--- config.mk ---
export PLATFORM = sky130hd
export DESIGN_NAME = u_dly_cal_ctrl
export DESIGN_NICKNAME = d
export VERILOG_FILES = /design/src/rtl/u_dly_cal_ctrl.sv
export SDC_FILE = /design/constraint.sdc
export NUM_CORES = 1
export LEC_CHECK = 0
export CAP_MARGIN = 20
export CORE_MARGIN = 10
export CORE_UTILIZATION = 45
export CTS_BUF_LIST = sky130_fd_sc_hd__clkbuf_8
export CTS_CLUSTER_SIZE = 10
export DETAILED_ROUTE_END_ITERATION = 16
export PLACE_DENSITY = 0.73
export SLEW_MARGIN = 10
export SYNTH_ARGS = -nofsm -noshare
export SYNTH_HDL_FRONTEND = slang
export SYNTH_SLANG_ARGS = --single-unit
export TNS_END_PERCENT = 10
--- constraint.sdc ---
create_clock -name i_clk -period 2.1 [get_ports i_clk]
set_input_delay 0.21 -clock i_clk [delete_from_list [all_inputs] [get_ports i_clk]]
set_output_delay 0.21 -clock i_clk [all_outputs]
set_load 0.01 [all_outputs]
--- src/rtl/u_dly_cal_ctrl.sv ---
// Fine delay-line calibration controller: walks a thermometer code one cell at a time
// and stops at the first phase-detector reversal (lock) or at a code boundary (error).
//
// state  | meaning
// IDLE   | waiting for a calibration request
// SETTLE | delay line settling after a code change
// SAMPLE | one-cycle phase-detector evaluation and code step
// LOCK   | reversal seen, code held
// ERR    | code boundary reached without a reversal, code held
module u_dly_cal_ctrl #(
    parameter int N_CELL     = 16,
    parameter int CW         = 5,
    parameter int SETTLE_CYC = 8,
    parameter int INIT_CODE  = 8
) (
    input  logic              i_clk,
    input  logic              i_rst,
    input  logic              i_start,
    input  logic              i_abort,
    input  logic              i_pd_early,
    output logic [N_CELL-1:0] o_sel,
    output logic [CW-1:0]     o_code,
    output logic              o_busy,
    output logic              o_lock,
    output logic              o_err,
    output logic              o_done
);

    typedef enum logic [2:0] {
        ST_IDLE,
        ST_SETTLE,
        ST_SAMPLE,
        ST_LOCK,
        ST_ERR
    } state_t;

    localparam int               CNT_W     = (SETTLE_CYC > 1) ? $clog2(SETTLE_CYC) : 1;
    localparam logic [CNT_W-1:0] CNT_LAST  = CNT_W'(SETTLE_CYC - 1);
    localparam logic [CW-1:0]    CODE_MAX  = CW'(N_CELL);
    localparam logic [CW-1:0]    CODE_INIT = CW'(INIT_CODE);

    state_t            state, state_nxt;
    logic [CNT_W-1:0]  cnt, cnt_nxt;
    logic              dir, dir_nxt;
    logic              dir_vld, dir_vld_nxt;
    logic [CW-1:0]     code_nxt;
    logic [N_CELL-1:0] sel_nxt;
    logic              done_nxt;

    always_ff @(posedge i_clk or posedge i_rst) begin
        if (i_rst) begin
            state   <= ST_IDLE;
            cnt     <= '0;
            dir     <= 1'b0;
            dir_vld <= 1'b0;
            o_code  <= '0;
            o_sel   <= '0;
            o_busy  <= 1'b0;
            o_lock  <= 1'b0;
            o_err   <= 1'b0;
            o_done  <= 1'b0;
        end else begin
            state   <= state_nxt;
            cnt     <= cnt_nxt;
            dir     <= dir_nxt;
            dir_vld <= dir_vld_nxt;
            o_code  <= code_nxt;
            o_sel   <= sel_nxt;
            o_busy  <= (state_nxt == ST_SETTLE) || (state_nxt == ST_SAMPLE);
            o_lock  <= (state_nxt == ST_LOCK);
            o_err   <= (state_nxt == ST_ERR);
            o_done  <= done_nxt;
        end
    end

    always_comb begin
        state_nxt   = state;
        cnt_nxt     = cnt;
        dir_nxt     = dir;
        dir_vld_nxt = dir_vld;
        code_nxt    = o_code;
        done_nxt    = 1'b0;

        case (state)
            ST_IDLE, ST_LOCK, ST_ERR: begin
                if (i_start) begin
                    code_nxt    = CODE_INIT;
                    dir_vld_nxt = 1'b0;
                    cnt_nxt     = '0;
                    state_nxt   = ST_SETTLE;
                end
            end
            ST_SETTLE: begin
                if (i_abort) begin
                    state_nxt = ST_IDLE;
                end else if (cnt == CNT_LAST) begin
                    state_nxt = ST_SAMPLE;
                end else begin
                    cnt_nxt = cnt + 1'b1;
                end
            end
            ST_SAMPLE: begin
                // Abort wins over the lock/error/step decision.
                if (i_abort) begin
                    state_nxt = ST_IDLE;
                end else if (dir_vld && (i_pd_early != dir)) begin
                    state_nxt = ST_LOCK;
                    done_nxt  = 1'b1;
                end else if ((i_pd_early && (o_code == CODE_MAX)) ||
                             (!i_pd_early && (o_code == '0))) begin
                    state_nxt = ST_ERR;
                    done_nxt  = 1'b1;
                end else begin
                    dir_nxt     = i_pd_early;
                    dir_vld_nxt = 1'b1;
                    code_nxt    = i_pd_early ? (o_code + 1'b1) : (o_code - 1'b1);
                    cnt_nxt     = '0;
                    state_nxt   = ST_SETTLE;
                end
            end
            default: state_nxt = ST_IDLE;
        endcase

        sel_nxt = '0;
        for (int j = 0; j < N_CELL; j++) begin
            sel_nxt[j] = (j < int'(code_nxt));
        end
    end

endmodule

==> reports/qor.yml <==
run_status:
  status: "completed"
yosys:
  yosysMostFrequentCell: "dfrtp_1"
  syn-instance-count: 149
  synth-seq-cells: 32
  synth_flop_cell: "dfrtp_1"
  ys_top_cells_by_count: "32 x dfrtp_1, 12 x inv_1, 11 x nand2_1"
  synthArstFlopShare: 1.00
  avgSynthCellArea_um2: 10.8
  synth_top_area_frac: 0.498
  yosys_warnings: 0
  ys_top_cells_by_area: "dfrtp_1 50%, ha_1 3.9%, nand3_1 3.1%, o21ai_0 3.1%, inv_1 2.8%"
  netlist_area_mm2: 0.00161
  synth_nets: 160
  synth_top_area_cell: "dfrtp_1"
  synth_edf_count: 0
  yosysSeqAreaShare: 0.498
  synth.distinct_cells: 46
sta:
  rsz0062_at_grt: "yes"
  tightest_slew_ns: 0.390
  slew_headroom: 0.739
  fin_hold_ws_ns: 0.315
  fmaxAchievable_mhz: 477
  setup-violations-final: 0
  period_share: 0.998
  finalSetupTns_ns: 0
  hold_viol: 0
  slew_viol_final: 0
  finalClockSkew_ns: 0.00202
  period_minus_slack_ns: 2.10
clock_network:
  cts_tree: "done"
  clk_latency_ns: 0.28
  clock-sinks: 32
  cts_max_level: 2
  cts_hold_buf: 0
  cts_root_buf: "clkbuf_8"
  clkTransAtPathRegs_ns: 0.07
  cts_buffers: 5
  ctsLongestPathBuffers: 2
finish:
  final_layout_size_suffix_gt1_frac: 0.272
  area_delta_synth_final_pct: 45.9
  nets: 223
  num_antenna_cells: 0
placed_design:
  io_buffers: 29
  gp_congestion: 0.874
  hpwlAfterDp_um: 2830
routing:
  detailroute.wirelength.met3_um: 289
  top_layer: "met4"
  dr.pass1.iters: 4
  dr_wl_met2_um: 2060
  drtIter0Drc: 53
  via_per_inst: 5.35
  post_drt_wl_per_cell_um: 15.6
  finalWirelength_um: 4050
  via_count: 1385
  remaining_drc_errors: 0
  wl_met1_um: 1640
  antenna_left: 0
worst_setup_path:
  startpoint_type: "flop"
  criticalPathCategory: "reg -> reg"
  worstPathRequired_ns: 2.25
  critPathMaxFanout: 8
  cp-end-kind: "flop"
  ff2ff_path_depth: 9
  worstPathArrival_ns: 2.25
grt:
  antenna_found_initial: 0
  grt_max_degree: 33
  grt_pass1_vias: 1484
  grt-ovfl-total: 0
  grt_pass1_wl_um: 6700
  track_usage: 0.131
worst_hold_path:
  hold_class: "in -> async"
floorplan:
  core-area_mm2: 0.00339
  ios: 30
  core.rowCount: 21
  die_h_um: 79.8
  start_util: 0.474
  die_x_um: 79.8
  die_area_mm2: 0.00636
pwr:
  power.density_mw_per_mm2: 624
  p_leak_nw: 1.03
  peakVddDrop_mv: 0.546
job:
  maxCapViolations: 0
## worst max-delay path: stages, from the launching register on
cell and delay, ns:
dfrtp_1 0.40, buf_4 0.15, fa_2 0.36, nand3_1 0.12
a21boi_1 0.09, a21o_1 0.18, a311oi_4 0.27, buf_4 0.18
buf_12 0.11, nand3_1 0.09
## stage by stage
| step | setup slack (ns) | cells | util | cell area, µm² | power [W] |
|---|---|---|---|---|---|
| finish | 0.00385 | 259 | 0.691 | 2340 | 0.00146 |
| global route | -0.0563 | 259 | 0.691 | 2340 | 0.00154 |
| CTS | 0.000245 | 256 | 0.675 | 2290 | 0.00147 |
| detailed placement | -0.379 | 246 | 0.629 | 2130 | 0.000881 |
| global placement | -0.278 | 246 | 0.629 | 2130 | 0.000870 |
| floorplan | 0.0375 | 149 | - | 1610 | 0.000799 |
## power by group
group	internal (W)	total, W	switching, W
combinational	0.000100	0.000199	0.0000988
sequential	0.000650	0.000677	0.0000274
clock	0.000351	0.000585	0.000235
## logic make-up after synthesis
family	Yosys count	synth area share
and+or+nand+nor	45	0.155
AOI/OAI and AO/OA	38	0.180
DFF	32	0.498
buffers and inverters	19	0.0615
adders and majority gates	6	0.0514
muxes	5	0.0319
xor gates and xnor gates	4	0.0218
## per-layer routing
metal / vias to the layer above / global-route usage
met5: - / 0
met4: 0 / 0.0616
met3: 9 / 0.0484
met2: 43 / 0.222
met1: 676 / 0.143
li1: 657 / -
## path summary, 6_finish.rpt
path	start	end	slack (ns)
worst min register to register	cnt[2]$_DFFE_PP0P_	cnt[2]$_DFFE_PP0P_	0.53
worst min-delay path	i_rst	o_sel[14]$_DFF_PP0_	0.32
min in group i_clk	i_pd_early	dir$_DFFE_PP0P_	0.33
max in group asynchronous	i_rst	o_sel[7]$_DFF_PP0_	1.50
worst max register to register	o_code[0]$_DFF_PP0_	o_sel[4]$_DFF_PP0_	0.004
worst max-delay path	o_code[0]$_DFF_PP0_	o_sel[4]$_DFF_PP0_	0.004
## what timing repair did
action / in CTS / in global routing
resized for setup: 5 / 10
setup buffers: 1 / 3
endpoints found under the setup margin: 15 / 17
gates cloned: 1 / 0
pin swaps: 1 / 3
## cell type report
cell class | instances | area (µm²)
clock buffer | 5 | 68.8
tap | 46 | 57.6
sequential | 32 | 801
multi-input combinational | 98 | 748
fill | 238 | 1050
clock inverter | 3 | 42.5
inverter | 12 | 47.5
timing repair buffer | 63 | 578
## state kept, by name (all words and copies together), names as in the netlist
signal	flops
o_busy	1
cnt	3
o_code	5
dir	1
dir_vld	1
o_done	1
state	3
o_err	1
o_lock	1
o_sel	15
## placed cells by master (no fill, tap or decap), drive strengths merged, types with 2 or more instances in the layout
| master | count |
|---|---|
| a21boi | 2 |
| buf | 32 |
| a21oi | 5 |
| clkbuf | 7 |
| mux2i | 4 |
| inv | 12 |
| ha | 5 |
| nand3 | 10 |
| o211ai | 4 |
| nor2 | 8 |
| o41ai | 2 |
| o21ai | 14 |
| nor3b | 3 |
| dfrtp | 32 |
| o32ai | 2 |
| a21o | 3 |
| xor2 | 3 |
| clkdlybuf4s50 | 28 |
| nor3 | 2 |
| nand2 | 11 |
| and2 | 2 |
Power figures use the tool's default switching activity.
